**config.mk**
```make
export PLATFORM = sky130hd
export DESIGN_NAME = ex_stage_flat
export DESIGN_NICKNAME = d
export VERILOG_FILES = /design/src/rtl/pipeline_pkg.sv /design/src/rtl/ex_stage_if.sv /design/src/rtl/iter_multiplier.sv /design/src/rtl/ex_stage.sv /design/src/flat_wrapper.sv
export SDC_FILE = /design/constraint.sdc
export NUM_CORES = 1
export LEC_CHECK = 0
export CORE_MARGIN = 3
export CORE_UTILIZATION = 50
export CTS_CLUSTER_DIAMETER = 80
export DETAILED_ROUTE_END_ITERATION = 10
export PLACE_DENSITY_LB_ADDON = 0.05
export SYNTH_ARGS = -nofsm -noshare
export SYNTH_HDL_FRONTEND = slang
export SYNTH_SLANG_ARGS = --single-unit
```
**constraint.sdc**
```tcl
create_clock -name clk -period 9.4 [get_ports clk]
set_clock_uncertainty 0.15 [all_clocks]
set_input_delay 1.41 -clock clk [delete_from_list [all_inputs] [get_ports clk]]
set_output_delay 1.41 -clock clk [all_outputs]
set_load 0.005 [all_outputs]
```
**src/rtl/pipeline_pkg.sv**
```systemverilog
// Shared pipeline definitions: ALU op codes, forwarding selects and the
// multiplier FSM state encoding.
package pipeline_pkg;

  typedef enum logic [3:0] {
    ALU_ADD = 4'h0,
    ALU_SUB = 4'h1,
    ALU_AND = 4'h2,
    ALU_OR  = 4'h3,
    ALU_XOR = 4'h4,
    ALU_SLT = 4'h5,
    ALU_SLL = 4'h6,
    ALU_SRL = 4'h7,
    ALU_SRA = 4'h8,
    ALU_MUL = 4'h9
  } alu_op_e;

  // Select 2'b11 is not listed; the muxes fall back to the register file for it.
  localparam logic [1:0] FWD_REG   = 2'b00;
  localparam logic [1:0] FWD_MEMWB = 2'b01;
  localparam logic [1:0] FWD_EXMEM = 2'b10;

  typedef enum logic [1:0] {
    MUL_IDLE = 2'd0,
    MUL_BUSY = 2'd1,
    MUL_DONE = 2'd2
  } mul_state_e;

endpackage

```
**src/rtl/ex_stage_if.sv**
```systemverilog
// ID/EX inputs, forwarding controls and EX/MEM register outputs of the
// execute stage, bundled with a view per side.
interface ex_stage_if #(parameter int XLEN = 32);

  logic            id_ex_valid;
  logic [XLEN-1:0] id_ex_rs_data;
  logic [XLEN-1:0] id_ex_rt_data;
  logic [XLEN-1:0] id_ex_imm;
  logic [3:0]      id_ex_alu_op;
  logic            id_ex_ALUSrc;
  logic            id_ex_RegWrite;
  logic            id_ex_MemRead;
  logic            id_ex_MemWrite;
  logic            id_ex_MemToReg;
  logic [4:0]      id_ex_rd;
  logic [1:0]      fwdA;
  logic [1:0]      fwdB;
  logic [XLEN-1:0] mem_wb_wdata;

  logic            ex_stall;
  logic            ex_mem_valid;
  logic [XLEN-1:0] ex_mem_alu_result;
  logic [XLEN-1:0] ex_mem_store_data;
  logic [4:0]      ex_mem_rd;
  logic            ex_mem_RegWrite;
  logic            ex_mem_MemRead;
  logic            ex_mem_MemWrite;
  logic            ex_mem_MemToReg;

  modport slave (
    input  id_ex_valid, id_ex_rs_data, id_ex_rt_data, id_ex_imm, id_ex_alu_op,
           id_ex_ALUSrc, id_ex_RegWrite, id_ex_MemRead, id_ex_MemWrite,
           id_ex_MemToReg, id_ex_rd, fwdA, fwdB, mem_wb_wdata,
    output ex_stall, ex_mem_valid, ex_mem_alu_result, ex_mem_store_data,
           ex_mem_rd, ex_mem_RegWrite, ex_mem_MemRead, ex_mem_MemWrite,
           ex_mem_MemToReg
  );

  modport master (
    output id_ex_valid, id_ex_rs_data, id_ex_rt_data, id_ex_imm, id_ex_alu_op,
           id_ex_ALUSrc, id_ex_RegWrite, id_ex_MemRead, id_ex_MemWrite,
           id_ex_MemToReg, id_ex_rd, fwdA, fwdB, mem_wb_wdata,
    input  ex_stall, ex_mem_valid, ex_mem_alu_result, ex_mem_store_data,
           ex_mem_rd, ex_mem_RegWrite, ex_mem_MemRead, ex_mem_MemWrite,
           ex_mem_MemToReg
  );

endinterface

```
**src/rtl/iter_multiplier.sv**
```systemverilog
// Iterative shift-add multiplier: operands latched on start, one multiplier
// bit consumed per BUSY cycle, product held for the single DONE cycle.
module iter_multiplier
  import pipeline_pkg::*;
#(
  parameter int XLEN  = 32,
  parameter int CNT_W = 5
) (
  input  logic            clk,
  input  logic            rst_n,
  input  logic            start,
  input  logic [XLEN-1:0] multiplicand,
  input  logic [XLEN-1:0] multiplier,
  output logic            busy,
  output logic            done,
  output logic [XLEN-1:0] product
);

  mul_state_e       state_q, state_d;
  logic [CNT_W-1:0] cnt_q;
  logic [XLEN-1:0]  mcand_q;
  logic [XLEN-1:0]  mplier_q;
  logic [XLEN-1:0]  acc_q;

  always_ff @(posedge clk) begin
    // NOTE: sequential state uses non-blocking assignments so every register
    // samples pre-edge values regardless of statement order.
    if (!rst_n) state_q <= MUL_IDLE;
    else        state_q <= state_d;
  end

  always_comb begin
    state_d = state_q;
    case (state_q)
      MUL_IDLE: if (start) state_d = MUL_BUSY;
      MUL_BUSY: if (cnt_q == CNT_W'(XLEN - 1)) state_d = MUL_DONE;
      MUL_DONE: state_d = MUL_IDLE;
      default:  state_d = MUL_IDLE;
    endcase
  end

  always_ff @(posedge clk) begin
    // NOTE: the datapath registers are reset as well, so a multiply abandoned
    // by reset cannot leave a stale partial product behind.
    if (!rst_n) begin
      cnt_q    <= '0;
      mcand_q  <= '0;
      mplier_q <= '0;
      acc_q    <= '0;
    end else if (state_q == MUL_IDLE && start) begin
      cnt_q    <= '0;
      mcand_q  <= multiplicand;
      mplier_q <= multiplier;
      acc_q    <= '0;
    end else if (state_q == MUL_BUSY) begin
      if (mplier_q[0]) acc_q <= acc_q + mcand_q;
      mcand_q  <= mcand_q << 1;
      mplier_q <= mplier_q >> 1;
      cnt_q    <= cnt_q + CNT_W'(1);
    end
  end

  assign busy    = (state_q == MUL_BUSY);
  assign done    = (state_q == MUL_DONE);
  assign product = acc_q;

endmodule

```
**src/rtl/ex_stage.sv**
```systemverilog
// Execute stage: operand forwarding, single-cycle ALU, stalling iterative MUL
// and the EX/MEM pipeline register.
module ex_stage
  import pipeline_pkg::*;
#(
  parameter int XLEN  = 32,
  parameter int CNT_W = 5
) (
  input  logic     clk,
  input  logic     rst_n,
  ex_stage_if.slave bus
);

  logic [XLEN-1:0] op_a, op_b, rt_fwd, alu_result, mul_product;
  logic [4:0]      shamt;
  logic            is_mul, mul_start, mul_busy, mul_done;
  alu_op_e         alu_op;

  logic            nxt_valid;
  logic [XLEN-1:0] nxt_result, nxt_store;
  logic [4:0]      nxt_rd;
  logic [3:0]      nxt_ctrl;

  function automatic logic [XLEN-1:0] fwd_mux(input logic [1:0]      sel,
                                              input logic [XLEN-1:0] reg_val,
                                              input logic [XLEN-1:0] exmem_val,
                                              input logic [XLEN-1:0] memwb_val);
    case (sel)
      FWD_EXMEM: return exmem_val;
      FWD_MEMWB: return memwb_val;
      default:   return reg_val;
    endcase
  endfunction

  assign alu_op = alu_op_e'(bus.id_ex_alu_op);
  assign op_a   = fwd_mux(bus.fwdA, bus.id_ex_rs_data, bus.ex_mem_alu_result, bus.mem_wb_wdata);
  assign rt_fwd = fwd_mux(bus.fwdB, bus.id_ex_rt_data, bus.ex_mem_alu_result, bus.mem_wb_wdata);
  assign op_b   = bus.id_ex_ALUSrc ? bus.id_ex_imm : rt_fwd;
  assign shamt  = op_b[4:0];

  always_comb begin
    // NOTE: default first so every path assigns the result and no latch is inferred.
    alu_result = '0;
    case (alu_op)
      ALU_ADD: alu_result = op_a + op_b;
      ALU_SUB: alu_result = op_a - op_b;
      ALU_AND: alu_result = op_a & op_b;
      ALU_OR:  alu_result = op_a | op_b;
      ALU_XOR: alu_result = op_a ^ op_b;
      ALU_SLT: alu_result = {{(XLEN-1){1'b0}}, $signed(op_a) < $signed(op_b)};
      ALU_SLL: alu_result = op_a << shamt;
      ALU_SRL: alu_result = op_a >> shamt;
      ALU_SRA: alu_result = $signed(op_a) >>> shamt;
      default: alu_result = '0;
    endcase
  end

  // A MUL may only start from IDLE; once running, the held ID/EX copy is ignored.
  assign is_mul    = bus.id_ex_valid && (alu_op == ALU_MUL);
  assign mul_start = is_mul && !mul_busy && !mul_done;
  assign bus.ex_stall = rst_n && (mul_start || mul_busy);

  iter_multiplier #(.XLEN(XLEN), .CNT_W(CNT_W)) u_mul (
    .clk          (clk),
    .rst_n        (rst_n),
    .start        (mul_start),
    .multiplicand (op_a),
    .multiplier   (op_b),
    .busy         (mul_busy),
    .done         (mul_done),
    .product      (mul_product)
  );

  // Anything other than a finished MUL or a plain ALU op becomes a bubble,
  // so stall cycles never duplicate a register write.
  always_comb begin
    nxt_valid  = 1'b0;
    nxt_result = '0;
    nxt_store  = '0;
    nxt_rd     = '0;
    nxt_ctrl   = '0;
    if (bus.id_ex_valid && (mul_done || !is_mul)) begin
      nxt_valid  = 1'b1;
      nxt_result = mul_done ? mul_product : alu_result;
      nxt_store  = rt_fwd;
      nxt_rd     = bus.id_ex_rd;
      nxt_ctrl   = {bus.id_ex_RegWrite, bus.id_ex_MemRead,
                    bus.id_ex_MemWrite, bus.id_ex_MemToReg};
    end
  end

  always_ff @(posedge clk) begin
    if (!rst_n) begin
      bus.ex_mem_valid      <= 1'b0;
      bus.ex_mem_alu_result <= '0;
      bus.ex_mem_store_data <= '0;
      bus.ex_mem_rd         <= '0;
      bus.ex_mem_RegWrite   <= 1'b0;
      bus.ex_mem_MemRead    <= 1'b0;
      bus.ex_mem_MemWrite   <= 1'b0;
      bus.ex_mem_MemToReg   <= 1'b0;
    end else begin
      bus.ex_mem_valid      <= nxt_valid;
      bus.ex_mem_alu_result <= nxt_result;
      bus.ex_mem_store_data <= nxt_store;
      bus.ex_mem_rd         <= nxt_rd;
      bus.ex_mem_RegWrite   <= nxt_ctrl[3];
      bus.ex_mem_MemRead    <= nxt_ctrl[2];
      bus.ex_mem_MemWrite   <= nxt_ctrl[1];
      bus.ex_mem_MemToReg   <= nxt_ctrl[0];
    end
  end

endmodule

```
**src/flat_wrapper.sv**
```systemverilog
// flat-port wrapper written by rule: the top's interface ports become plain ports
module ex_stage_flat import pipeline_pkg::*;
#(
  parameter int XLEN  = 32,
  parameter int CNT_W = 5
)
  (clk, rst_n, bus_id_ex_valid, bus_id_ex_rs_data, bus_id_ex_rt_data, bus_id_ex_imm, bus_id_ex_alu_op, bus_id_ex_ALUSrc, bus_id_ex_RegWrite, bus_id_ex_MemRead, bus_id_ex_MemWrite, bus_id_ex_MemToReg, bus_id_ex_rd, bus_fwdA, bus_fwdB, bus_mem_wb_wdata, bus_ex_stall, bus_ex_mem_valid, bus_ex_mem_alu_result, bus_ex_mem_store_data, bus_ex_mem_rd, bus_ex_mem_RegWrite, bus_ex_mem_MemRead, bus_ex_mem_MemWrite, bus_ex_mem_MemToReg);
  ex_stage_if #(.XLEN(XLEN)) bus_i ();
  input  logic clk;
  input  logic rst_n;
  input wire logic [$bits(bus_i.id_ex_valid)-1:0] bus_id_ex_valid;
  input wire logic [$bits(bus_i.id_ex_rs_data)-1:0] bus_id_ex_rs_data;
  input wire logic [$bits(bus_i.id_ex_rt_data)-1:0] bus_id_ex_rt_data;
  input wire logic [$bits(bus_i.id_ex_imm)-1:0] bus_id_ex_imm;
  input wire logic [$bits(bus_i.id_ex_alu_op)-1:0] bus_id_ex_alu_op;
  input wire logic [$bits(bus_i.id_ex_ALUSrc)-1:0] bus_id_ex_ALUSrc;
  input wire logic [$bits(bus_i.id_ex_RegWrite)-1:0] bus_id_ex_RegWrite;
  input wire logic [$bits(bus_i.id_ex_MemRead)-1:0] bus_id_ex_MemRead;
  input wire logic [$bits(bus_i.id_ex_MemWrite)-1:0] bus_id_ex_MemWrite;
  input wire logic [$bits(bus_i.id_ex_MemToReg)-1:0] bus_id_ex_MemToReg;
  input wire logic [$bits(bus_i.id_ex_rd)-1:0] bus_id_ex_rd;
  input wire logic [$bits(bus_i.fwdA)-1:0] bus_fwdA;
  input wire logic [$bits(bus_i.fwdB)-1:0] bus_fwdB;
  input wire logic [$bits(bus_i.mem_wb_wdata)-1:0] bus_mem_wb_wdata;
  output wire logic [$bits(bus_i.ex_stall)-1:0] bus_ex_stall;
  output wire logic [$bits(bus_i.ex_mem_valid)-1:0] bus_ex_mem_valid;
  output wire logic [$bits(bus_i.ex_mem_alu_result)-1:0] bus_ex_mem_alu_result;
  output wire logic [$bits(bus_i.ex_mem_store_data)-1:0] bus_ex_mem_store_data;
  output wire logic [$bits(bus_i.ex_mem_rd)-1:0] bus_ex_mem_rd;
  output wire logic [$bits(bus_i.ex_mem_RegWrite)-1:0] bus_ex_mem_RegWrite;
  output wire logic [$bits(bus_i.ex_mem_MemRead)-1:0] bus_ex_mem_MemRead;
  output wire logic [$bits(bus_i.ex_mem_MemWrite)-1:0] bus_ex_mem_MemWrite;
  output wire logic [$bits(bus_i.ex_mem_MemToReg)-1:0] bus_ex_mem_MemToReg;
  assign bus_i.id_ex_valid = bus_id_ex_valid;
  assign bus_i.id_ex_rs_data = bus_id_ex_rs_data;
  assign bus_i.id_ex_rt_data = bus_id_ex_rt_data;
  assign bus_i.id_ex_imm = bus_id_ex_imm;
  assign bus_i.id_ex_alu_op = bus_id_ex_alu_op;
  assign bus_i.id_ex_ALUSrc = bus_id_ex_ALUSrc;
  assign bus_i.id_ex_RegWrite = bus_id_ex_RegWrite;
  assign bus_i.id_ex_MemRead = bus_id_ex_MemRead;
  assign bus_i.id_ex_MemWrite = bus_id_ex_MemWrite;
  assign bus_i.id_ex_MemToReg = bus_id_ex_MemToReg;
  assign bus_i.id_ex_rd = bus_id_ex_rd;
  assign bus_i.fwdA = bus_fwdA;
  assign bus_i.fwdB = bus_fwdB;
  assign bus_i.mem_wb_wdata = bus_mem_wb_wdata;
  assign bus_ex_stall = bus_i.ex_stall;
  assign bus_ex_mem_valid = bus_i.ex_mem_valid;
  assign bus_ex_mem_alu_result = bus_i.ex_mem_alu_result;
  assign bus_ex_mem_store_data = bus_i.ex_mem_store_data;
  assign bus_ex_mem_rd = bus_i.ex_mem_rd;
  assign bus_ex_mem_RegWrite = bus_i.ex_mem_RegWrite;
  assign bus_ex_mem_MemRead = bus_i.ex_mem_MemRead;
  assign bus_ex_mem_MemWrite = bus_i.ex_mem_MemWrite;
  assign bus_ex_mem_MemToReg = bus_i.ex_mem_MemToReg;
  ex_stage #(.XLEN(XLEN), .CNT_W(CNT_W)) u_core (.clk(clk), .rst_n(rst_n), .bus(bus_i));
endmodule
```
* Yosys cells after proc, flatten, opt, wreduce, memory -nomap -nowiden *
Index checks and enable logic that the tools add are counted.

word-level totals
  register bits after elaboration = 177
  bits of input ports = 149
  logic and storage cells = 74

operators by class
  $add $sub $neg = 4
  $lt $le $gt $ge = 1
  eq/ne operators = 18
  shift-type cells = 3
  multiplexer cells = 13
  bitwise gates (word level) = 4
  reduce and logical (&&, ||, !) cells = 18

operators by type and width
  operator             number
  $pmux 32 s9          1
  $mux 32              6
  $pmux 32 s2          2
  $add 32x32->32       2
  $and 32x32->32       1
  $lt 32x32->1         1
  $or 32x32->32        1
  $shl 32x5->32        1
  $shr 32x5->32        1
  $sshr 32x5->32       1
  $sub 32x32->32       1
  $xor 32x32->32       1
  $eq 4x3->1 const B   4
  $eq 4x2->1 const B   2
  $eq 4x4->1 const B   2
  $eq 2x1->1 const B   3
  $eq 2x2->1 const B   3
  $logic_and 1x1->1    6
  $reduce_and 2->1     3
  $add 5x1->5 const B  1
  $eq 5x5->1 const B   1
  $eq 4x1->1 const B   1
  $logic_not 4->1      1
  $mux 2               2
  10 further kinds     13

* Longest topological paths before layout *
  depth after elaboration = 6
  depth in mapped cells = 22
  depth with buffers taken out = 18

* Hierarchy *
A second synthesis with hierarchy kept.

second synthesis, totals
  cell total of the unflattened synthesis = 2561
  area, all modules = 18326.3 µm²

modules (own cells, without submodules)
  module           instances  cells each  area each (µm²)
  ex_stage         1          1868        12614.6
  iter_multiplier  1          693         5711.7

* Worst setup path after synthesis *
OpenSTA, ideal clock, no wires.

  kind = input to register
  start point = input bus_fwdB[0]
  end point = register u_core.bus.ex_mem_alu_result[0]
  library setup time = 0.095 ns
  data arrival time = 5.807 ns
  required time = 9.155 ns
  setup slack = 3.348 ns
  stages = 22
  cells stage by stage = inv_1 ha_1 buf_6 or2_4 o221ai_1 buf_2 inv_2 buf_2 buf_1 ha_1 inv_1 fa_1 a21o_1 a31oi_2 o21ai_2 a221oi_4 o21a_2 o21ai_2 a31oi_4 o21ai_1 or4_1 a221oi_1

on the way
  cells in the longest elaborated chain, start to end = 6
  elaborated cells between the ends (all ways) = 15

RTL lines
  what                                             line                text
  start, declared                                  flat_wrapper.sv:23  input wire logic [$bits(bus_i.fwdB)-1:0] bus_fwdB;
  $eq 2x1->1 / $eq 2x2->1 (equally long branches)  ex_stage.sv:28      case (sel)
  $pmux 32 s2 *                                    ex_stage.sv:28
  $mux 32 *                                        ex_stage.sv:38      assign op_b = bus.id_ex_ALUSrc ? bus.id_ex_imm : rt_fwd;
  $sub 32x32->32, or another cell as far along     ex_stage.sv:46      ALU_SUB: alu_result = op_a - op_b;
  $pmux 32 s9 *                                    ex_stage.sv:44      case (alu_op)
  $mux 32 *                                        ex_stage.sv:84      nxt_result = mul_done ? mul_product : alu_result;
  end signal, assigned                             ex_stage.sv:104     bus.ex_mem_alu_result <= nxt_result;
  end, declared                                    ex_stage_if.sv:34   output ex_stall, ex_mem_valid, ex_mem_alu_result, ex_mem_store_data,

Every way passes the cells marked *; elsewhere a longest branch is shown, timed or not.
A chain may end at the register's enable or synchronous reset.

* Worst setup path in the final report *
  start point = input bus_fwdB[0]
  end point = register u_core.bus.ex_mem_alu_result[19]

on the way
  cells in the longest elaborated chain, start to end = 6
  elaborated cells between the ends (all ways) = 14

RTL lines
  what                                             line
  $eq 2x1->1 / $eq 2x2->1 (equally long branches)  ex_stage.sv:28
  $pmux 32 s2 *                                    ex_stage.sv:28
  $mux 32 *                                        ex_stage.sv:38
  $sub 32x32->32, or another cell as far along     ex_stage.sv:46
  $pmux 32 s9 *                                    ex_stage.sv:44
  $mux 32 *                                        ex_stage.sv:84

Marked as above.

==> impl_metrics.env <==
export IMPL_initial_core_util_pct=51.5
export IMPL_max_slew_margin_pct=12.2
export IMPL_startpoint="bus_fwdB[0]"
export IMPL_fin_nets=2910
export IMPL_peakVddDrop_mv=0.145
export IMPL_timing_rr_start="u_core.bus.ex_mem_alu_result[1]"
export IMPL_ys_async_sr_fraction_pct=0
export IMPL_chipHeight_um=196
export IMPL_whs_ns=0.320
export IMPL_synthCells=2508
export IMPL_clkSinkCount=177
export IMPL_syn_cell_area_um2=18000
export IMPL_synth_cell_types=89
export IMPL_die_w_um=196
export IMPL_ff2ff_setup_slack_ns=4.18
export IMPL_rows=68
export IMPL_cp_start_kind="primary input"
export IMPL_insertion_delay_ns=0.48
export IMPL_clockRootBuffer="clkbuf_16"
export IMPL_antenna_found_initial=2
export IMPL_finalMaxSlewViolations=0
export IMPL_yosys_warnings=0
export IMPL_synth_edf_count=0
export IMPL_core_region_area_um2=35000
export IMPL_yosysSeqAreaShare_pct=19.7
export IMPL_synth_avg_cell_area_um2=7.17
export IMPL_vias=21900
export IMPL_hp_class="flop to flop"
export IMPL_io_pins=224
export IMPL_ys_top_cells_by_area="dfxtp_1, ha_1, nand2_1, mux2i_1, a21oi_1"
export IMPL_endpoint="u_core.bus.ex_mem_alu_result[19]"
export IMPL_ys_seq_elements=177
export IMPL_synth_top_cell_by_area="dfxtp_1"
export IMPL_p_sw_share_pct=44.7
export IMPL_cts_resized=0
export IMPL_yosys_top_cells_count="nand2_1, nor2_1, a21oi_1"
export IMPL_cts_max_level=4
export IMPL_grt_pass1_wl_mm=134
export IMPL_cap_violations=0
export IMPL_power_frac_clock_pct=26.4
export IMPL_synth_top_cell_area_share_pct=19.7
export IMPL_power_per_cell_area_nw_per_um2=139
export IMPL_r2r_end="u_core.bus.ex_mem_alu_result[12]"
export IMPL_dieArea_um2=38300
export IMPL_firstDrtPassIters=7
export IMPL_hpwl_mm=69.0
export IMPL_synth_nets=2794
export IMPL_min_path_cells=2
export IMPL_worst_ep_arrival_time_ns=7.32
export IMPL_cts_tree="done"
export IMPL_power_internal_w=0.00163
export IMPL_pwr_share_seq_pct=27.1
export IMPL_synthToLayoutAreaGrowth_pct=17.7
export IMPL_tightestPinTransition_ns=1.32
export IMPL_clk_path_buf_depth=2
export IMPL_cts_setup_buffers=0
export IMPL_drive_gt1_share_pct=7.47
export IMPL_drt_wirelength_per_cell_um=29.6
export IMPL_routed_wl_mm=91.4
export IMPL_io_buffers=223
export IMPL_cts_buffers=17
export IMPL_synth_most_common_cell="nand2_1"
export IMPL_clk_pin_slew_ns=0.09
export IMPL_max_freq_mhz=140
export IMPL_grt_usage_pct=45.7
export IMPL_required_ns=9.60
export IMPL_gp_congestion=1.11
export IMPL_setup_viol=0
export IMPL_drc=0
export IMPL_worstSetupEndpointType="flop"
export IMPL_period_share_pct=75.7
export IMPL_status="finished clean"
export IMPL_grt_overflow=0
export IMPL_synth_main_ff_cell="dfxtp_1"
export IMPL_ff2ff_path_depth=14
export IMPL_ant_nets=0
export IMPL_grt_max_degree=75
export IMPL_ctsHoldBuffers=0
export IMPL_tns_ns=0
export IMPL_viasPerCell=7.07
export IMPL_worstSetupPathType="primary input to flop"
export IMPL_switching_power_w=0.00131
export IMPL_hold_viol_final=0
export IMPL_detail_route_iter0_violations=3215
export IMPL_cp_max_fo=65
export IMPL_diodes=0
export IMPL_cellLeakagePower_nw=8.50
export IMPL_period_needed_ns=7.12
export IMPL_comb_power_share_pct=46.5
export IMPL_rsz0062_at_grt="false"
export IMPL_grt_pass1_vias=20300
cell type report:
class,count,area (um^2)
Clock buffer,18,429
Clock inverter,14,190
Fill cell,3193,13800
Inverter,119,449
Multi-Input combinational cell,2021,13300
Sequential cell,177,3540
Tap cell,455,569
Timing Repair Buffer,288,2710
metal layers:
layer  wire length, um  vias up  share of wire [%]  track usage, %
met1             34400    10200                 38            58.4
met2             37800     1738                 41            67.7
met5                 0        -                  0               0
li1                  -     9463                  -               -
met3             11500      424                 13            12.3
met4              7740        0                8.5            30.2
logic make-up (layout without fill, tap and decap cells):
kind of cell	Yosys count	in the layout	share of synthesized area [%]
AOI/OAI and AO/OA	936	936	35.5
and+or+nand+nor	771	771	18.5
buffers and inverters	310	439	6.90
DFF	177	177	19.7
muxes	137	137	7.88
xor gates and xnor gates	40	40	1.95
adders and majority gates	137	137	9.65
cell usage in the layout (no fill, tap or decap), types with 19 or more instances in the layout:
cell	count
a211oi_1	40
a21o_1	33
a21oi_1	223
a221oi_1	31
a22oi_1	67
a2bb2oi_1	31
a311oi_1	33
and2_1	20
buf_4	65
clkdlybuf4s50_1	221
dfxtp_1	177
ha_1	132
inv_1	114
mux2_2	19
mux2i_1	115
nand2_1	327
nand2b_1	26
nand3_1	32
nor2_1	251
nor3_1	38
o211ai_1	47
o21ai_0	173
o21ai_1	29
o21bai_1	19
o221a_2	31
o22ai_1	28
xnor2_1	29
how the worst min path moves through the flow:
stage                                    from                   endpoint  slack (ns)
floorplan               u_core.u_mul.cnt_q[4]      u_core.u_mul.cnt_q[4]        0.29
global placement        u_core.u_mul.cnt_q[4]      u_core.u_mul.cnt_q[4]        0.30
detailed placement      u_core.u_mul.cnt_q[4]      u_core.u_mul.cnt_q[4]        0.31
CTS                     u_core.u_mul.cnt_q[4]      u_core.u_mul.cnt_q[4]        0.32
global route        u_core.u_mul.mplier_q[14]  u_core.u_mul.mplier_q[13]        0.35
finish                  u_core.u_mul.cnt_q[4]      u_core.u_mul.cnt_q[4]        0.32
registers in the layout, indices dropped and copies added (netlist names):
signal,count
u_core.u_mul.product,32
u_core.bus.ex_mem_store_data,32
u_core.bus.ex_mem_alu_result,32
u_core.u_mul.mcand_q,32
u_core.bus.ex_mem_MemToReg,1
u_core.bus.ex_mem_RegWrite,1
u_core.u_mul.cnt_q,5
u_core.u_mul.state_q,2
u_core.bus.ex_mem_rd,5
u_core.bus.ex_mem_MemWrite,1
u_core.u_mul.mplier_q,32
u_core.bus.ex_mem_MemRead,1
u_core.bus.ex_mem_valid,1
stage by stage:
step / util, % / cell area (um^2) / setup slack (ns) / power, W / instances
2_1_floorplan: - / 18000 / 3.35 / 0.00163 / 2508
3_3_place_gp: 58.8 / 20600 / 2.09 / 0.00211 / 3060
3_5_place_dp: 58.8 / 20600 / 2.06 / 0.00210 / 3060
4_1_cts: 60.5 / 21200 / 2.55 / 0.00287 / 3092
5_1_grt: 60.5 / 21200 / 2.12 / 0.00303 / 3092
6_report: 60.5 / 21200 / 2.28 / 0.00294 / 3092
worst max-delay path: stages:
cell	delay [ns]
clkdlybuf4s50_1	0.49
inv_1	0.05
ha_2	1.08
a21oi_1	0.21
o21ai_0	0.49
inv_1	0.13
ha_1	0.40
a21oi_1	0.44
o21bai_1	0.16
a311oi_1	0.56
nand2_1	0.29
a211oi_1	0.56
o31ai_1	0.16
xnor2_1	0.15
a22oi_1	0.58
a21oi_1	0.14
power groups by stage:
| stage | logic, W | clock network (W) | registers [W] |
|---|---|---|---|
| floorplan | 0.000823 | 0 | 0.000804 |
| global placement | 0.00129 | 0 | 0.000812 |
| detailed placement | 0.00129 | 0 | 0.000812 |
| CTS | 0.00130 | 0.000773 | 0.000795 |
| global route | 0.00143 | 0.000806 | 0.000797 |
| finish | 0.00137 | 0.000777 | 0.000797 |
(Power assumes the default switching activity.)
